## config.mk

```make
export PLATFORM = sky130hd
export DESIGN_NAME = counter_ctrl
export DESIGN_NICKNAME = d
export VERILOG_FILES = /design/src/rtl/counter_ctrl_pkg.sv /design/src/rtl/btn_debounce.sv /design/src/rtl/counter_ctrl.sv
export SDC_FILE = /design/constraint.sdc
export NUM_CORES = 1
export LEC_CHECK = 0
export CAP_MARGIN = 20
export CORE_MARGIN = 5
export CORE_UTILIZATION = 60
export DETAILED_ROUTE_END_ITERATION = 7
export PLACE_DENSITY_LB_ADDON = 0.3
export SLEW_MARGIN = 20
export SYNTH_ARGS = -nofsm -noshare
export SYNTH_HDL_FRONTEND = slang
export SYNTH_SLANG_ARGS = --single-unit
```

## constraint.sdc

```tcl
create_clock -name Clk -period 2.6 [get_ports Clk]
set_input_delay 0.39 -clock Clk [delete_from_list [all_inputs] [get_ports Clk]]
set_output_delay 0.39 -clock Clk [all_outputs]
set_load 0.02 [all_outputs]
```

## src/rtl/counter_ctrl_pkg.sv

```systemverilog
// Shared types and default timing for the push-button counter controller.
package counter_ctrl_pkg;

    typedef enum logic [1:0] {
        ST_IDLE     = 2'd0,
        ST_HOLD     = 2'd1,
        ST_REPEAT   = 2'd2,
        ST_WAIT_REL = 2'd3
    } state_e;

    localparam int DEB_CYC_DEF = 4;
    localparam int REP_DLY_DEF = 16;
    localparam int REP_PER_DEF = 8;

    function automatic int timer_width(input int dly, input int per);
        return $clog2(((dly > per) ? dly : per) + 1);
    endfunction

endpackage

```

## src/rtl/btn_debounce.sv

```systemverilog
// Two-flop synchronizer plus stable-level debouncer for one active-low button.
module btn_debounce
    import counter_ctrl_pkg::*;
#(
    parameter int DEB_CYC = DEB_CYC_DEF
) (
    input  logic clk_i,
    input  logic rst_ni,
    input  logic btn_i,
    output logic level_o
);

    localparam int              CNT_W   = $clog2(DEB_CYC);
    localparam logic [CNT_W-1:0] CNT_MAX = CNT_W'(DEB_CYC - 1);

    logic             meta_q;
    logic             sync_q;
    logic             lvl_q;
    logic [CNT_W-1:0] cnt_q;
    logic [CNT_W-1:0] cnt_d;
    logic             deb_q;
    logic             deb_d;

    // lvl_q holds the previous synchronized sample; cnt_q counts how long it has matched.
    always_comb begin
        cnt_d = cnt_q;
        deb_d = deb_q;
        if (sync_q != lvl_q) begin
            cnt_d = '0;
        end else if (cnt_q == CNT_MAX) begin
            deb_d = lvl_q;
        end else begin
            cnt_d = cnt_q + 1'b1;
        end
    end

    always_ff @(posedge clk_i or negedge rst_ni) begin
        if (!rst_ni) begin
            meta_q <= 1'b1;
            sync_q <= 1'b1;
            lvl_q  <= 1'b1;
            cnt_q  <= '0;
            deb_q  <= 1'b1;
        end else begin
            meta_q <= btn_i;
            sync_q <= meta_q;
            lvl_q  <= sync_q;
            cnt_q  <= cnt_d;
            deb_q  <= deb_d;
        end
    end

    assign level_o = deb_q;

endmodule

```

## src/rtl/counter_ctrl.sv

```systemverilog
// Up/down/clear strobe generator with press-and-hold auto-repeat for two buttons.
module counter_ctrl
    import counter_ctrl_pkg::*;
#(
    parameter int DEB_CYC = DEB_CYC_DEF,
    parameter int REP_DLY = REP_DLY_DEF,
    parameter int REP_PER = REP_PER_DEF
) (
    input  logic       Clk,
    input  logic       Rst,
    input  logic [1:0] Push,
    output logic       Up_o,
    output logic       Dn_o,
    output logic       Clr_o,
    output logic [1:0] State_o
);

    localparam int               TMR_W  = timer_width(REP_DLY, REP_PER);
    localparam logic [TMR_W-1:0] DLY_LD = TMR_W'(REP_DLY);
    localparam logic [TMR_W-1:0] PER_LD = TMR_W'(REP_PER);
    localparam logic [TMR_W-1:0] TMR_ONE = TMR_W'(1);

    logic up_lvl;
    logic dn_lvl;
    logic up_press;
    logic dn_press;
    logic act_press;
    logic oth_press;

    state_e           state_q, state_d;
    logic             act_up_q, act_up_d;
    logic [TMR_W-1:0] timer_q, timer_d;
    logic             up_q, up_d;
    logic             dn_q, dn_d;
    logic             clr_q, clr_d;

    btn_debounce #(.DEB_CYC(DEB_CYC)) u_deb_up (
        .clk_i   (Clk),
        .rst_ni  (Rst),
        .btn_i   (Push[1]),
        .level_o (up_lvl)
    );

    btn_debounce #(.DEB_CYC(DEB_CYC)) u_deb_dn (
        .clk_i   (Clk),
        .rst_ni  (Rst),
        .btn_i   (Push[0]),
        .level_o (dn_lvl)
    );

    assign up_press = ~up_lvl;
    assign dn_press = ~dn_lvl;

    always_comb begin
        state_d   = state_q;
        act_up_d  = act_up_q;
        timer_d   = timer_q;
        up_d      = 1'b0;
        dn_d      = 1'b0;
        clr_d     = 1'b0;
        act_press = act_up_q ? up_press : dn_press;
        oth_press = act_up_q ? dn_press : up_press;

        unique case (state_q)
            ST_IDLE: begin
                if (up_press && dn_press) begin
                    clr_d   = 1'b1;
                    state_d = ST_WAIT_REL;
                end else if (up_press || dn_press) begin
                    up_d     = up_press;
                    dn_d     = dn_press;
                    act_up_d = up_press;
                    timer_d  = DLY_LD;
                    state_d  = ST_HOLD;
                end
            end
            ST_HOLD, ST_REPEAT: begin
                // Release beats the other button, which beats timer expiry.
                if (!act_press) begin
                    timer_d = '0;
                    state_d = ST_IDLE;
                end else if (oth_press) begin
                    timer_d = '0;
                    state_d = ST_WAIT_REL;
                end else if (timer_q == TMR_ONE) begin
                    // Expiry is the decrement that would hit zero, so the gap equals the load value.
                    up_d    = act_up_q;
                    dn_d    = ~act_up_q;
                    timer_d = PER_LD;
                    state_d = ST_REPEAT;
                end else begin
                    timer_d = timer_q - TMR_ONE;
                end
            end
            ST_WAIT_REL: begin
                if (!up_press && !dn_press) begin
                    state_d = ST_IDLE;
                end
            end
            default: begin
                state_d = ST_IDLE;
            end
        endcase
    end

    always_ff @(posedge Clk or negedge Rst) begin
        if (!Rst) begin
            state_q  <= ST_IDLE;
            act_up_q <= 1'b0;
            timer_q  <= '0;
            up_q     <= 1'b0;
            dn_q     <= 1'b0;
            clr_q    <= 1'b0;
        end else begin
            state_q  <= state_d;
            act_up_q <= act_up_d;
            timer_q  <= timer_d;
            up_q     <= up_d;
            dn_q     <= dn_d;
            clr_q    <= clr_d;
        end
    end

    assign Up_o    = up_q;
    assign Dn_o    = dn_q;
    assign Clr_o   = clr_q;
    assign State_o = state_q;

endmodule

```

======== Word level (Yosys, flattened, before mapping) ========
Cells that the tools add are included.
word-level totals
  bits in registers ....................... 23
  bits of input ports ..................... 4
  output and inout port bits .............. 5
  word-level logic and storage cells ...... 84
cells by class
  add/subtract/negate cells ............... 3
  equality and inequality tests ........... 15
  muxes and demuxes ....................... 33
  bitwise operators ....................... 6
  reductions and logical operators ........ 11
operators with widths
  cell                                                                count
  5-bit 2-to-1 mux                                                    5
  2-bit 2-to-1 mux                                                    10
  1-bit 2-to-1 mux                                                    14
  5-bit one-hot mux with 2 select lines                               1
  3-bit AND reduction                                                 3
  2-bit == test, second input constant                                4
  2-bit != test, second input constant                                3
  1-bit inverter                                                      6
  2-bit one-hot mux with 3 select lines                               1
  5-bit by 1-bit == test with 1-bit output, second input constant     1
  5-bit by 1-bit subtractor with 5-bit output, second input constant  1
  2-bit by 1-bit adder with 2-bit output, second input constant       2
  2-bit by 1-bit != test with 1-bit output, second input constant     2
  4-bit != test, second input constant                                1
  1-bit one-hot mux with 2 select lines                               2
  2-bit AND reduction                                                 2
  3-bit != test, second input constant                                1
  2-bit by 1-bit == test with 1-bit output, second input constant     1
  1-bit logical AND                                                   2
  2-bit logical NOT                                                   1
  1-bit != test                                                       2
  2-bit nonzero test                                                  1
  2-bit OR reduction                                                  1
  1-bit logical OR                                                    1

======== Depth between registers and ports, before layout ========
Gate-level depths: netlist (run 1).
  word-level depth ........................ 5
  depth in mapped cells ................... 6
  gate-level depth less buffers ........... 6

======== Modules after synthesis ========
Synthesis (run 1) repeated with hierarchy kept, for this count alone.
second synthesis, totals
  cell total of the unflattened synthesis .. 103
  area, all modules ....................... 1188.6 um^2
modules (own cells, without submodules)
  module        times used  cells an instance  area each (um^2)  sequential area each (um^2)
  counter_ctrl  1           73                 738.2             275.3
  btn_debounce  2           15                 225.2             155.1

======== Worst setup path after synthesis (run 1) ========
OpenSTA, ideal clock, no wires.
  path kind ............................... reg-to-reg
  start point ............................. reg state_q[0] (netlist: State_o[0])
  end point ............................... reg timer_q[4]
  setup time .............................. 135 ps
  arrival ................................. 1691 ps
  data required time ...................... 2465 ps
  path slack .............................. 775 ps
  stages on the path, launching flop included .. 7
  path buffers ............................ 0
  period minus slack after synthesis ...... 1825 ps
  path through ............................ dfrtp_1 inv_1 ha_1 nor2b_1 or2_2 a32oi_1 o211ai_1
between the ends
  cells in the longest elaborated chain, start to end .. 4
  elaborated cells between the ends (all ways) .. 9
  those cells by class .................... 4 x eq/ne; 1 x mux; 4 x reduce/logical
RTL lines
  what                                                                       RTL line             source
  start, declared                                                            counter_ctrl.sv:30   state_e state_q, state_d;
  start signal, assigned                                                     counter_ctrl.sv:115  state_q <= state_d;
  2-bit by 1-bit == test with 1-bit output or 2-bit == test (tied branches)  counter_ctrl.sv:64   unique case (state_q)
  2-bit OR reduction                                                         counter_ctrl.sv:64
  2-bit nonzero test (no line)                                               n/a
  3-bit AND reduction (no line)                                              n/a
  end signal, assigned                                                       counter_ctrl.sv:117  timer_q <= timer_d;
  end, declared                                                              counter_ctrl.sv:32   logic [TMR_W-1:0] timer_q, timer_d;
Parallel ways exist; a longest one is shown, timed or not.
A chain may end at the register's enable or synchronous reset.

======== Worst setup path after layout (run 1) ========
  start point ............................. reg u_deb_dn.deb_q (netlist: u_deb_dn.level_o)
  end point ............................... reg timer_q[0]
between the ends
  cells in the longest elaborated chain, start to end .. 5
  elaborated cells between the ends (all ways) .. 11
  those cells by class .................... 2 x eq/ne; 5 x mux; 1 x bitwise; 3 x reduce/logical
RTL lines
  what                                   RTL line            source
  start, declared                        btn_debounce.sv:21  logic deb_q;
  start signal, assigned                 btn_debounce.sv:43  deb_q <= 1'b1;
  start signal, assigned                 btn_debounce.sv:49  deb_q <= deb_d;
  1-bit inverter *                       counter_ctrl.sv:52  assign dn_press = ~dn_lvl;
  1-bit 2-to-1 mux                       counter_ctrl.sv:62  oth_press = act_up_q ? dn_press : up_press;
  5-bit 2-to-1 mux                       counter_ctrl.sv:82  end else if (oth_press) begin
  5-bit 2-to-1 mux                       counter_ctrl.sv:79  if (!act_press) begin
  5-bit one-hot mux with 2 select lines  counter_ctrl.sv:64
Every way passes the cells marked *; elsewhere a longest branch is shown, timed or not.

==> results of run 1 <==
## through the flow
step	util	hold slack (ns)	std cells	worst slack [ns]	total power, W
global route	0.693	0.376	146	0.391	0.00140
detailed placement	0.679	0.347	142	0.642	0.00114
CTS	0.693	0.367	146	0.603	0.00130
finish	0.693	0.365	146	0.595	0.00129
floorplan	-	0.0944	106	0.775	0.000971
global placement	0.679	0.349	142	0.759	0.00110
## path summary, 6_finish.rpt
check                      cells past startpoint              end        startpoint
setup / recovery                               6       timer_q[0]  u_deb_dn.level_o
hold / removal                                 0  u_deb_dn.sync_q   u_deb_dn.meta_q
setup reg to reg                               6       timer_q[0]  u_deb_dn.level_o
hold reg to reg                                0  u_deb_dn.sync_q   u_deb_dn.meta_q
max in group asynchronous                      2  u_deb_dn.sync_q               Rst
min in group asynchronous                      2       timer_q[2]               Rst
## synthesized netlist by cell type
cell,n
a21o_1,1
a21oi_1,8
a22o_1,1
a22oi_1,1
a31oi_1,1
a32oi_1,2
and2_1,1
and3b_1,1
dfrtp_1,15
dfstp_2,8
ha_1,12
inv_1,7
mux2i_1,5
nand2_1,5
nand2b_1,2
nand3_1,1
nor2_1,11
nor2b_1,2
nor3_1,2
nor3b_1,1
nor3b_2,1
nor4_1,1
nor4b_2,1
o211ai_1,2
o21ai_0,4
o21ai_2,1
o21bai_1,1
o31ai_1,1
or2_2,2
or4_1,1
xor2_1,4
## where the power goes
part           total [W]  switching (W)  internal, W
registers       0.000554      0.0000967     0.000457
logic           0.000578       0.000308     0.000269
clock network   0.000157      0.0000997    0.0000572
total            0.00129       0.000505     0.000784
## registers in the layout, summed over array words and instances (netlist names), 2 cells and up
| register | cells |
|---|---|
| u_deb_up.cnt_q | 2 |
| timer_q | 5 |
| u_deb_dn.cnt_q | 2 |
| State_o | 2 |
## logic make-up after synthesis
logic type | Yosys count | synth area share
simple gates | 32 | 0.151
compound gates | 23 | 0.125
flops | 23 | 0.501
fa+ha+maj | 12 | 0.128
buf+inv | 7 | 0.0225
mux | 5 | 0.0428
xor+xnor | 4 | 0.0299
## layout make-up
class,instances,area (sq um),area share
inverters,7,26.3,0.0199
clock inverters,1,5.00,0.00380
flip-flops and latches,23,586,0.444
clock buffers,3,22.5,0.0171
multi-input cells,76,558,0.423
well taps,27,33.8,0.0256
repair buffers,9,87.6,0.0664
## cell usage in the layout (no fill, tap or decap), types with 3 or more instances in the layout
master,Yosys,routed
a21oi_1,8,8
clkbuf_4,0,3
clkdlybuf4s50_1,0,8
dfrtp_1,15,15
dfstp_2,8,8
ha_1,12,12
inv_1,7,7
mux2i_1,5,5
nand2_1,5,5
nor2_1,11,11
o21ai_0,4,4
xor2_1,4,4
## metal layers
layer	track usage	vias up
met4	0.0830	0
met2	0.305	11
met5	0	-
met3	0.0360	4
met1	0.158	394
li1	-	395
==> run_summary.xml, run 1 <==
<?xml version="1.0" encoding="UTF-8"?>
<metrics>
  <group name="outcome">
    <metric name="outcome" unit="">complete, no violations</metric>
  </group>
  <group name="yosys">
    <metric name="synth_top_area_frac" unit="">0.321</metric>
    <metric name="synthesized_nets" unit="">122</metric>
    <metric name="synthDominantAreaCellType" unit="">dfrtp_1</metric>
    <metric name="synth.yosys.seq_area_share" unit="">0.501</metric>
    <metric name="post_synth_inst_count" unit="">106</metric>
    <metric name="syn-cell-area" unit="sq um">1170</metric>
    <metric name="netlist_top_cells_area" unit="">dfrtp_1 32%, dfstp_2 18%, ha_1 13%, mux2i_1 4.3%, nor2_1 3.5%</metric>
    <metric name="yosysWarnings" unit="">0</metric>
    <metric name="synth.ff_latch_count" unit="">23</metric>
    <metric name="avgSynthCellArea" unit="sq um">11.0</metric>
    <metric name="synth_cell_type_count" unit="">31</metric>
  </group>
  <group name="timing">
    <metric name="totalNegativeSetupSlack" unit="ns">0</metric>
    <metric name="worst_pin_slew" unit="ns">0.504</metric>
    <metric name="slew-limit-headroom" unit="">0.663</metric>
    <metric name="timing.fmax" unit="MHz">499</metric>
    <metric name="layout_min_cycle_time" unit="ns">2.00</metric>
    <metric name="unrepaired_setup_endpoints_after_global_routing" unit="">no</metric>
    <metric name="slew_viol_final" unit="">0</metric>
    <metric name="fin_worst_skew" unit="ns">0.00144</metric>
    <metric name="crit_share_post_route" unit="">0.771</metric>
    <metric name="hold_violations" unit="">0</metric>
    <metric name="setup-violations-final" unit="">0</metric>
  </group>
  <group name="cts">
    <metric name="cts.root.buffer_cell" unit="">clkbuf_4</metric>
    <metric name="post_cts_sizing_count" unit="">0</metric>
    <metric name="insertion_delay" unit="ns">0.30</metric>
    <metric name="postCtsHoldBufs" unit="">0</metric>
    <metric name="numClockSinks" unit="">23</metric>
    <metric name="clock_path_buffers" unit="">2</metric>
    <metric name="clkTransAtPathRegs" unit="ns">0.12</metric>
    <metric name="post-cts-setup-buffer-count" unit="">0</metric>
    <metric name="cts_inserted_buffers" unit="">3</metric>
    <metric name="cts_tree" unit="">done</metric>
    <metric name="h-tree-depth" unit="">1</metric>
  </group>
  <group name="critical_path">
    <metric name="maximum_single_stage_delay_on_the_critical_path" unit="ns">0.64</metric>
    <metric name="timing.critical_path.from_type" unit="">flop</metric>
    <metric name="timing.critical_path.cells" unit="">inv_1 &gt; ha_1 &gt; nor3b_1 &gt; nor2_1 &gt; or4_1 &gt; o21ai_0</metric>
    <metric name="worst_ep_arrival_time" unit="ns">2.23</metric>
    <metric name="timing.critical_path.max_delay_family" unit="">simple AND/OR/NAND/NOR gates</metric>
    <metric name="reg2reg_setup_slack" unit="ns">0.60</metric>
    <metric name="timing.critical_path.fanout_max" unit="">9</metric>
    <metric name="path_buf_inv" unit="">1</metric>
    <metric name="timing.setup.critical_path_class" unit="">reg2reg</metric>
    <metric name="timing.critical_path.slowest_stage_cell" unit="">dfstp_2</metric>
    <metric name="cp_data_required_time" unit="ns">2.82</metric>
    <metric name="crit_path_end_kind" unit="">flop</metric>
  </group>
  <group name="global_route">
    <metric name="grt_pass1_wl" unit="mm">3.33</metric>
    <metric name="grt_antenna_before_repair" unit="">0</metric>
    <metric name="grt.total_usage" unit="">0.160</metric>
    <metric name="grt_pass1_vias" unit="">829</metric>
    <metric name="pin_count_of_the_biggest_net_entering_global_routing" unit="">24</metric>
    <metric name="grt.overflow.total" unit="">0</metric>
  </group>
  <group name="drt">
    <metric name="vias_per_cell" unit="">5.51</metric>
    <metric name="met2RoutedLength" unit="mm">1.03</metric>
    <metric name="top_layer_used" unit="">met4</metric>
    <metric name="routed_wire_length" unit="mm">1.96</metric>
    <metric name="routed_metal_1_wire_length" unit="microns">828</metric>
    <metric name="avgRoutedWirePerCell" unit="microns">13.4</metric>
    <metric name="route.antenna.remaining_nets" unit="">0</metric>
    <metric name="detailroute.wirelength.met3" unit="microns">52</metric>
    <metric name="drc" unit="">0</metric>
    <metric name="detail_route.iter0.violations" unit="">7</metric>
    <metric name="route.vias.total" unit="">804</metric>
    <metric name="detailedRoute.firstPassIterationCount" unit="">4</metric>
  </group>
  <group name="place">
    <metric name="place.detailed.hpwl" unit="mm">1.54</metric>
    <metric name="placed_area" unit="sq um">1290</metric>
    <metric name="io_buffers" unit="">8</metric>
    <metric name="weighted_congestion_at_the_end_of_routability_driven_global_placement" unit="">0.879</metric>
  </group>
  <group name="floorplanning">
    <metric name="die_area" unit="sq um">2930</metric>
    <metric name="core_region_area" unit="sq um">1900</metric>
    <metric name="num_rows" unit="">16</metric>
    <metric name="num_io_pins" unit="">9</metric>
    <metric name="die_h" unit="microns">54.2</metric>
    <metric name="floorplan.die.width" unit="microns">54.2</metric>
    <metric name="start_util" unit="">0.615</metric>
  </group>
  <group name="final_layout">
    <metric name="post-route-cell-area" unit="sq um">1320</metric>
    <metric name="n_antenna_cell" unit="">0</metric>
    <metric name="nFillCells" unit="">139</metric>
    <metric name="area.growth.synth_to_final" unit="%">12.7</metric>
    <metric name="share_of_final_layout_standard_cells_stronger_than_drive_strength_1" unit="">0.151</metric>
    <metric name="nNetsFinal" unit="">136</metric>
  </group>
  <group name="run">
    <metric name="max_cap_violations" unit="">0</metric>
  </group>
  <group name="pwr">
    <metric name="power.density" unit="nW/um^2">977</metric>
    <metric name="peakVddDrop" unit="mV">0.623</metric>
    <metric name="power.leakage" unit="nW">0.582</metric>
  </group>
  <group name="worst_hold_path">
    <metric name="hold_path_class" unit="">reg2reg</metric>
  </group>
</metrics>
Power figures use the tool's default switching activity.
==> run 2, diff against run 1 <==
- CORE_UTILIZATION: 60 -> 56
- clock period: 2.6 -> 2.01 ns (I/O delays scaled with it)
==> run 2 against run 1 <==
  * Register-to-register slack worse by 0.35 ns
  * First-iteration DRC count rose to 2.6 times the previous value
  * Die area increased by 5.8%
  * Critical path depth stayed put
  * Clock power grew 32%
  * Routed wire length down 4.7%
  * Largest cell class unchanged
  * Largest power group unchanged
==> run_summary.xml, run 2 (synthesis gave the netlist of run 1 again) <==
<?xml version="1.0" encoding="UTF-8"?>
<metrics>
  <group name="outcome">
    <metric name="outcome" unit="">complete, no violations</metric>
  </group>
  <group name="cts">
    <metric name="clkTransAtPathRegs" unit="ns">0.12</metric>
    <metric name="postCtsHoldBufs" unit="">0</metric>
    <metric name="clock_path_buffers" unit="">2</metric>
    <metric name="h-tree-depth" unit="">1</metric>
    <metric name="numClockSinks" unit="">23</metric>
    <metric name="insertion_delay" unit="ns">0.30</metric>
    <metric name="cts.root.buffer_cell" unit="">clkbuf_4</metric>
    <metric name="cts_inserted_buffers" unit="">3</metric>
    <metric name="cts_tree" unit="">done</metric>
  </group>
  <group name="drt">
    <metric name="vias_per_cell" unit="">5.39</metric>
    <metric name="detailedRoute.firstPassIterationCount" unit="">4</metric>
    <metric name="drc" unit="">0</metric>
    <metric name="detail_route.iter0.violations" unit="">18</metric>
    <metric name="routed_wire_length" unit="mm">1.86</metric>
    <metric name="route.vias.total" unit="">808</metric>
    <metric name="route.antenna.remaining_nets" unit="">0</metric>
    <metric name="avgRoutedWirePerCell" unit="microns">12.4</metric>
  </group>
  <group name="timing">
    <metric name="unrepaired_setup_endpoints_after_global_routing" unit="">no</metric>
    <metric name="crit_share_post_route" unit="">0.880</metric>
    <metric name="timing.fmax" unit="MHz">565</metric>
    <metric name="slew-limit-headroom" unit="">0.671</metric>
    <metric name="hold_violations" unit="">0</metric>
    <metric name="finalWorstSetupSlack" unit="ns">0.241</metric>
    <metric name="slew_viol_final" unit="">0</metric>
    <metric name="fin_worst_skew" unit="ns">0.00149</metric>
    <metric name="totalNegativeSetupSlack" unit="ns">0</metric>
    <metric name="setup-violations-final" unit="">0</metric>
    <metric name="worst_pin_slew" unit="ns">0.493</metric>
    <metric name="layout_min_cycle_time" unit="ns">1.77</metric>
  </group>
  <group name="place">
    <metric name="io_buffers" unit="">8</metric>
    <metric name="preCtsSetupSlack" unit="ns">0.109</metric>
    <metric name="place.detailed.hpwl" unit="mm">1.39</metric>
    <metric name="weighted_congestion_at_the_end_of_routability_driven_global_placement" unit="">0.887</metric>
  </group>
  <group name="worst_hold_path">
    <metric name="hold_path_class" unit="">in2async</metric>
  </group>
  <group name="pwr">
    <metric name="peakVddDrop" unit="mV">0.762</metric>
    <metric name="sequential_group_share_of_total_power" unit="">0.417</metric>
    <metric name="power.leakage" unit="nW">0.601</metric>
    <metric name="power.switching_fraction" unit="">0.386</metric>
    <metric name="combinational_group_share_of_total_power" unit="">0.461</metric>
    <metric name="power.density" unit="nW/um^2">1260</metric>
    <metric name="post-layout-total-power" unit="W">0.00170</metric>
    <metric name="power.share.clock" unit="">0.122</metric>
    <metric name="cellInternalPower" unit="W">0.00104</metric>
    <metric name="switchingPower" unit="W">0.000657</metric>
  </group>
  <group name="final_layout">
    <metric name="final-seq-area" unit="sq um">586</metric>
    <metric name="area.growth.synth_to_final" unit="%">15.6</metric>
    <metric name="layout_commonest_cell" unit="">dfrtp_1</metric>
    <metric name="n_antenna_cell" unit="">0</metric>
    <metric name="multiInputGateArea" unit="sq um">563</metric>
    <metric name="share_of_final_layout_standard_cells_stronger_than_drive_strength_1" unit="">0.179</metric>
    <metric name="nFillCells" unit="">144</metric>
    <metric name="layout_common_cells" unit="">15 x dfrtp_1, 12 x ha_1, 11 x nor2_1</metric>
    <metric name="largest_register" unit="">timer_q</metric>
    <metric name="nNetsFinal" unit="">140</metric>
    <metric name="largest_register_ff_count" unit="">5</metric>
    <metric name="post-route-util" unit="">0.682</metric>
  </group>
  <group name="run">
    <metric name="max_cap_violations" unit="">0</metric>
  </group>
  <group name="critical_path">
    <metric name="timing.critical_path.from_type" unit="">flop</metric>
    <metric name="timing.critical_path.fanout_max" unit="">9</metric>
    <metric name="crit_path_end_kind" unit="">flop</metric>
    <metric name="worst_ep_arrival_time" unit="ns">2.00</metric>
    <metric name="timing.setup.critical_path_class" unit="">reg2reg</metric>
    <metric name="cp_data_required_time" unit="ns">2.25</metric>
    <metric name="reg2reg_setup_slack" unit="ns">0.24</metric>
  </group>
  <group name="floorplanning">
    <metric name="floorplan.die.width" unit="microns">55.7</metric>
    <metric name="die_area" unit="sq um">3100</metric>
    <metric name="die_h" unit="microns">55.7</metric>
    <metric name="num_io_pins" unit="">9</metric>
    <metric name="core_region_area" unit="sq um">1980</metric>
    <metric name="start_util" unit="">0.590</metric>
    <metric name="num_rows" unit="">16</metric>
  </group>
  <group name="global_route">
    <metric name="grt_pass1_wl" unit="mm">3.28</metric>
    <metric name="grt_pass1_vias" unit="">802</metric>
    <metric name="grt.total_usage" unit="">0.132</metric>
    <metric name="grt.overflow.total" unit="">0</metric>
    <metric name="grt_antenna_before_repair" unit="">0</metric>
    <metric name="pin_count_of_the_biggest_net_entering_global_routing" unit="">24</metric>
  </group>
</metrics>
## run 2: metrics by stage
stage	hold WS, ns	area, sq um	std cells
after CTS	0.336	1330	147
after global placement	0.351	1300	143
after detailed placement	0.347	1300	143
after global routing	0.328	1350	150
final	0.332	1350	150
after floorplan	0.00591	1170	106
## run 2: worst max-delay path: stages, from the launching register on
cell and delay (ns):
dfstp_2 0.62, inv_1 0.09, ha_1 0.22, nor3b_2 0.21
nor2_1 0.10, or4_1 0.39, o21ai_0 0.08
## run 2: path summary, 6_finish.rpt
check | endpoint | depth (start not counted) | from
worst max-delay path | timer_q[0] | 6 | u_deb_up.level_o
worst min-delay path | Dn_o | 2 | Rst
worst max register to register | timer_q[0] | 6 | u_deb_up.level_o
worst min register to register | u_deb_up.sync_q | 0 | u_deb_up.meta_q
max in group asynchronous | u_deb_up.sync_q | 2 | Rst
min in group Clk | u_deb_up.sync_q | 0 | u_deb_up.meta_q
## run 2: layout make-up
cell class                      count  area share
Clock buffer                        4      0.0194
Inverter                            7      0.0194
Multi-Input combinational cell     76       0.416
Sequential cell                    23       0.433
Tap cell                           27      0.0250
Timing Repair Buffer               13      0.0870
## run 2: timing repair
| item | in CTS | in global routing |
|---|---|---|
| gates resized for setup | 0 | 1 |
| hold endpoints to repair | 0 | 0 |
| setup endpoints to repair | 0 | 2 |
| buffers inserted | 0 | 3 |
## run 2: per-layer routing
layer | share of wire | track usage | wire length (microns)
met5 | 0 | 0 | 0
met4 | 0.012 | 0.0625 | 23
met3 | 0.049 | 0.0348 | 91
met2 | 0.49 | 0.223 | 910
met1 | 0.45 | 0.155 | 839
## run 2: power by group through the flow
stage / clock, W / combinational (W) / sequential (W)
floorplan: 0 / 0.000524 / 0.000732
global placement: 0 / 0.000746 / 0.000706
detailed placement: 0 / 0.000763 / 0.000722
CTS: 0.000211 / 0.000771 / 0.000713
global route: 0.000239 / 0.000885 / 0.000731
finish: 0.000207 / 0.000783 / 0.000709
